`config.mk`:
```
export PLATFORM = sky130hd
export DESIGN_NAME = mcs51_port
export DESIGN_NICKNAME = d
export VERILOG_FILES = /design/src/rtl/mcs51_port.sv
export SDC_FILE = /design/constraint.sdc
export NUM_CORES = 1
export LEC_CHECK = 0
export CELL_PAD_IN_SITES_DETAIL_PLACEMENT = 0
export CELL_PAD_IN_SITES_GLOBAL_PLACEMENT = 2
export CORE_UTILIZATION = 34
export CTS_CLUSTER_SIZE = 30
export DETAILED_ROUTE_END_ITERATION = 8
export PLACE_DENSITY = 0.89
export SLEW_MARGIN = 20
export SYNTH_ARGS = -nofsm -noshare
export SYNTH_HDL_FRONTEND = slang
export SYNTH_SLANG_ARGS = --single-unit
```
`constraint.sdc`:
```
create_clock -name clk -period 3.4 [get_ports clk]
set_input_delay 0.68 -clock clk [delete_from_list [all_inputs] [get_ports clk]]
set_output_delay 0.68 -clock clk [all_outputs]
set_load 0.03 [all_outputs]
```
`src/rtl/mcs51_port.sv`:
```
// MCS-51 style 8-bit quasi-bidirectional port: SFR latch, pin synchroniser, 0->1 strong pull-up.
// Optional falling-edge flags are built when MCS51_PORT_EDGE_EN is defined.
module mcs51_port #(
  parameter int         SYNC_STAGES   = 2,
  parameter int         PULLUP_CYCLES = 2,
  parameter logic [7:0] RESET_VAL     = 8'hFF
) (
  input  logic       clk,
  input  logic       reset,
  input  logic       sfr_we,
  input  logic [7:0] sfr_wdata,
  input  logic       bit_we,
  input  logic [2:0] bit_sel,
  input  logic       bit_wdata,
  input  logic       rmw,
  output logic [7:0] rdata,
  input  logic [7:0] pin_in,
  output logic [7:0] pin_out,
`ifdef MCS51_PORT_EDGE_EN
  output logic [7:0] edge_flag,
  input  logic [7:0] edge_clr,
`endif
  output logic [7:0] pin_oe
);

  logic [7:0] r_latch;
  logic [7:0] r_sync [SYNC_STAGES];
  logic [7:0] w_latch_nxt;
  logic [7:0] w_pin_sync;
  logic [7:0] w_oe;

  // Next latch value: byte write first, bit write overlays the selected bit.
  always_comb begin
    w_latch_nxt = r_latch;
    if (sfr_we) begin
      w_latch_nxt = sfr_wdata;
    end else begin
      w_latch_nxt = r_latch;
    end
    if (bit_we) begin
      w_latch_nxt[bit_sel] = bit_wdata;
    end else begin
      w_latch_nxt[bit_sel] = w_latch_nxt[bit_sel];
    end
  end

  // Output latch register.
  always_ff @(posedge clk) begin
    if (reset) begin
      r_latch <= RESET_VAL;
    end else begin
      r_latch <= w_latch_nxt;
    end
  end

  // Pin synchroniser chain, preset high so an idle pull-up reads as 1 after reset.
  always_ff @(posedge clk) begin
    if (reset) begin
      for (int s = 0; s < SYNC_STAGES; s++) r_sync[s] <= 8'hFF;
    end else begin
      r_sync[0] <= pin_in;
      for (int s = 1; s < SYNC_STAGES; s++) r_sync[s] <= r_sync[s-1];
    end
  end

  assign w_pin_sync = r_sync[SYNC_STAGES-1];

  generate
    if (PULLUP_CYCLES > 0) begin : g_boost
      localparam int BW = $clog2(PULLUP_CYCLES + 1);
      localparam logic [BW-1:0] BOOST_LOAD = BW'(PULLUP_CYCLES);
      logic [BW-1:0] r_boost [8];
      logic [7:0]    w_boost_on;

      // Per-bit boost counter: load on latch 0->1, clear on a 0 write, else count down.
      always_ff @(posedge clk) begin
        if (reset) begin
          for (int i = 0; i < 8; i++) r_boost[i] <= {BW{1'b0}};
        end else begin
          for (int i = 0; i < 8; i++) begin
            if (!r_latch[i] && w_latch_nxt[i]) begin
              r_boost[i] <= BOOST_LOAD;
            end else if (!w_latch_nxt[i]) begin
              r_boost[i] <= {BW{1'b0}};
            end else if (r_boost[i] != {BW{1'b0}}) begin
              r_boost[i] <= r_boost[i] - BW'(1);
            end else begin
              r_boost[i] <= r_boost[i];
            end
          end
        end
      end

      // Strong drive while a counter is running.
      always_comb begin
        w_boost_on = 8'h00;
        for (int i = 0; i < 8; i++) w_boost_on[i] = (r_boost[i] != {BW{1'b0}});
      end

      assign w_oe = ~r_latch | w_boost_on;
    end else begin : g_no_boost
      assign w_oe = ~r_latch;
    end
  endgenerate

`ifdef MCS51_PORT_EDGE_EN
  logic [7:0] r_prev;
  logic [7:0] r_edge_flag;
  logic [7:0] w_fall;

  assign w_fall = r_prev & ~w_pin_sync;

  // Sticky falling-edge flags; a new edge beats a same-cycle clear.
  always_ff @(posedge clk) begin
    if (reset) begin
      r_prev      <= 8'hFF;
      r_edge_flag <= 8'h00;
    end else begin
      r_prev      <= w_pin_sync;
      r_edge_flag <= (r_edge_flag & ~edge_clr) | w_fall;
    end
  end

  assign edge_flag = r_edge_flag;
`endif

  assign rdata   = rmw ? r_latch : w_pin_sync;
  assign pin_out = r_latch;
  assign pin_oe  = w_oe;

endmodule
```
==> impl_metrics.tcl <==
set metrics [dict create \
    post_cts_repair_resize_count 0 \
    drcViolationCount 0 \
    area_of_the_multi_input_gates_um2 1270 \
    timing.critical_path.from_type "input port" \
    antennaDiodeCount 0 \
    clock_buffer_count_from_cts 5 \
    gp_routability_congestion 0.736 \
    crit_end_element "output port" \
    run_status "finished clean" \
    dpl_cell_area_um2 3000 \
    num_vias 2002 \
    finalHoldViolations 0 \
    static-leakage-power_uw 0.00119 \
    slew-limit-headroom 0.434 \
    grt_max_degree 24 \
    wl_um 5830 \
    floorplan.die.height_um 85.9 \
    antenna_found_initial 0 \
    ctsRootBufferMaster "sky130_fd_sc_hd__clkbuf_8" \
    detail_route.iter0.violations 214 \
    track_usage 0.167 \
    insertion_delay_ps 290 \
    fin_crit_ps 3040 \
    synthesis.area_um2 2390 \
    clock_skew_ps 4.16 \
    maxSlewViolCount 0 \
    worst_ep_required_time_ps 2720 \
    postRouteAntennaNets 0 \
    setup_tns_ps 0 \
    syn_inst 255 \
    cts_hold_buf 0 \
    layout_worst_path_cycle_share 0.895 \
    synth.lib_cells_used.distinct 35 \
    grt_pass1_vias 1912 \
    num_rows 30 \
    dr.pass1.iters 4 \
    report.final.setup_viol 0 \
    buffers_on_ports 48 \
    vdd_ir_drop_max_uv 246 \
    layout.nets 339 \
    tritoncts "built" \
    primary_flip_flop_cell_chosen_by_synthesis_mapping "sky130_fd_sc_hd__dfxtp_1" \
    hold_crit_path_type "reg2reg" \
    cts_setup_buffers 0 \
    worst-r2r-setup-slack_ps 1410 \
    maxClockFrequency_mhz 329 \
    maxCapViolCount 0 \
    ioPinCount 49 \
    max-clock-path-buffers 2 \
    layout-area-overhead-vs-synth_pct 29.5 \
    fill_cells 687 \
    wl_per_cell_um 14.5 \
    avgViaCountPerCell 4.97 \
    hpwl_um 4290 \
    grt_overflow 0 \
    initial_utilization 0.352 \
    ffs_w_async_s_r_synth 0 \
    power_density_normalized_to_cell_area_nw_per_um2 512 \
    area.sequential_um2 961 \
    synth-edff-count 16 \
    timing.setup.critical_path_class "in2out" \
    share_of_post_route_cells_with_drive_strength_above_1 0.189 \
    grt_first_pass_wirelength_um 9590 \
    ys_warn_count 0 \
    clock_tree.htree_level_count 2 \
    cp_data_arrival_time_ps 2360 \
    design_area_um2 3100 \
    rsz0062_at_grt "no" \
    clk_transition_reported_paths_ps 80 \
    die_width_um 85.9 \
    synth_nets 288 \
    syn_avg_cell_area_um2 9.38 \
    synth-seq-cells 40 \
    cts_sinks 40 \
    core_um2 6790 \
    die_area_um2 7370 \
    crit_path_max_fanout 8 \
    seq_area_frac_synth 0.402 \
    tightest_slew_ps 849 \
]
==> where the power goes <==
group,switching [uW],internal [uW],total [uW]
logic,358,276,634
registers,32.6,581,614
clock network,170,165,336
total,561,1020,1580
==> flip-flops by register name (all words and copies together) (netlist names) <==
name	count
r_sync	16
g_boost.r_boost	16
pin_out	8
==> cell type report <==
cell class                      count  area share
Multi-Input combinational cell    180       0.410
Sequential cell                    40       0.310
Timing Repair Buffer               59       0.186
Tap cell                           96      0.0388
Clock buffer                        6      0.0267
Inverter                           20      0.0242
Clock inverter                      2     0.00404
==> critical path, cell delays in order <==
cell and delay (ps):
sky130_fd_sc_hd__clkdlybuf4s50_1 690, sky130_fd_sc_hd__mux2_2 390, sky130_fd_sc_hd__clkdlybuf4s50_1 600
==> synth_stat cells, types with 7 or more instances <==
cell type | n | area, um^2
sky130_fd_sc_hd__clkbuf_1 | 8 | 30.0
sky130_fd_sc_hd__dfxtp_1 | 24 | 480
sky130_fd_sc_hd__edfxtp_1 | 16 | 480
sky130_fd_sc_hd__ha_1 | 8 | 100
sky130_fd_sc_hd__inv_1 | 20 | 75.1
sky130_fd_sc_hd__mux2_2 | 8 | 90.1
sky130_fd_sc_hd__mux2i_1 | 8 | 80.1
sky130_fd_sc_hd__nand2_1 | 37 | 139
sky130_fd_sc_hd__nand3_1 | 19 | 95.1
sky130_fd_sc_hd__nand3b_1 | 7 | 52.6
sky130_fd_sc_hd__nor3b_1 | 7 | 52.6
sky130_fd_sc_hd__o21ai_0 | 9 | 45.0
sky130_fd_sc_hd__o22ai_1 | 17 | 106
sky130_fd_sc_hd__or2_2 | 17 | 106
sky130_fd_sc_hd__or3_1 | 7 | 43.8
==> path summary, 6_finish.rpt <==
path | from | end | depth (start not counted)
hold / removal | r_sync[0][5] | r_sync[0][13] | 1
setup reg to reg | pin_out[1] | g_boost.r_boost[1][5] | 5
setup / recovery | rmw | rdata[4] | 3
hold reg to reg | r_sync[0][5] | r_sync[0][13] | 1
==> stage by stage <==
| stage | instances | setup slack [ps] | total power (uW) | utilization | hold slack [ps] |
|---|---|---|---|---|---|
| CTS | 403 | 337 | 1600 | 0.456 | 413 |
| finish | 403 | 357 | 1580 | 0.456 | 412 |
| detailed placement | 395 | 343 | 1260 | 0.442 | 393 |
| global route | 403 | 290 | 1690 | 0.456 | 428 |
| global placement | 395 | 424 | 1250 | 0.442 | 392 |
| floorplan | 255 | 1090 | 1050 | - | 389 |
==> cell families (layout without fill, tap and decap cells) <==
family | Yosys count | after routing | share of synthesized area
DFF | 40 | 40 | 0.402
buffers and inverters | 35 | 87 | 0.0670
and+or+nand+nor | 111 | 111 | 0.256
adders and majority gates | 8 | 8 | 0.0419
AOI/OAI and AO/OA | 42 | 42 | 0.145
muxes | 19 | 19 | 0.0884
==> routing by layer <==
layer  vias up  part of all wire  GRT usage
li1       1026                 -          -
met1       916              0.49      0.247
met2        58              0.45      0.252
met3         2             0.055     0.0337
met4         0            0.0039     0.0364
met5         -                 0          0
==> placed cells by master, fill, tap and decap left out, types with 9 or more instances in the layout <==
| master | n |
|---|---|
| sky130_fd_sc_hd__clkdlybuf4s50_1 | 48 |
| sky130_fd_sc_hd__nand2_1 | 37 |
| sky130_fd_sc_hd__dfxtp_1 | 24 |
| sky130_fd_sc_hd__inv_1 | 20 |
| sky130_fd_sc_hd__nand3_1 | 19 |
| sky130_fd_sc_hd__or2_2 | 17 |
| sky130_fd_sc_hd__o22ai_1 | 17 |
| sky130_fd_sc_hd__edfxtp_1 | 16 |
| sky130_fd_sc_hd__buf_4 | 10 |
| sky130_fd_sc_hd__o21ai_0 | 9 |
(Power assumes the default switching activity.)
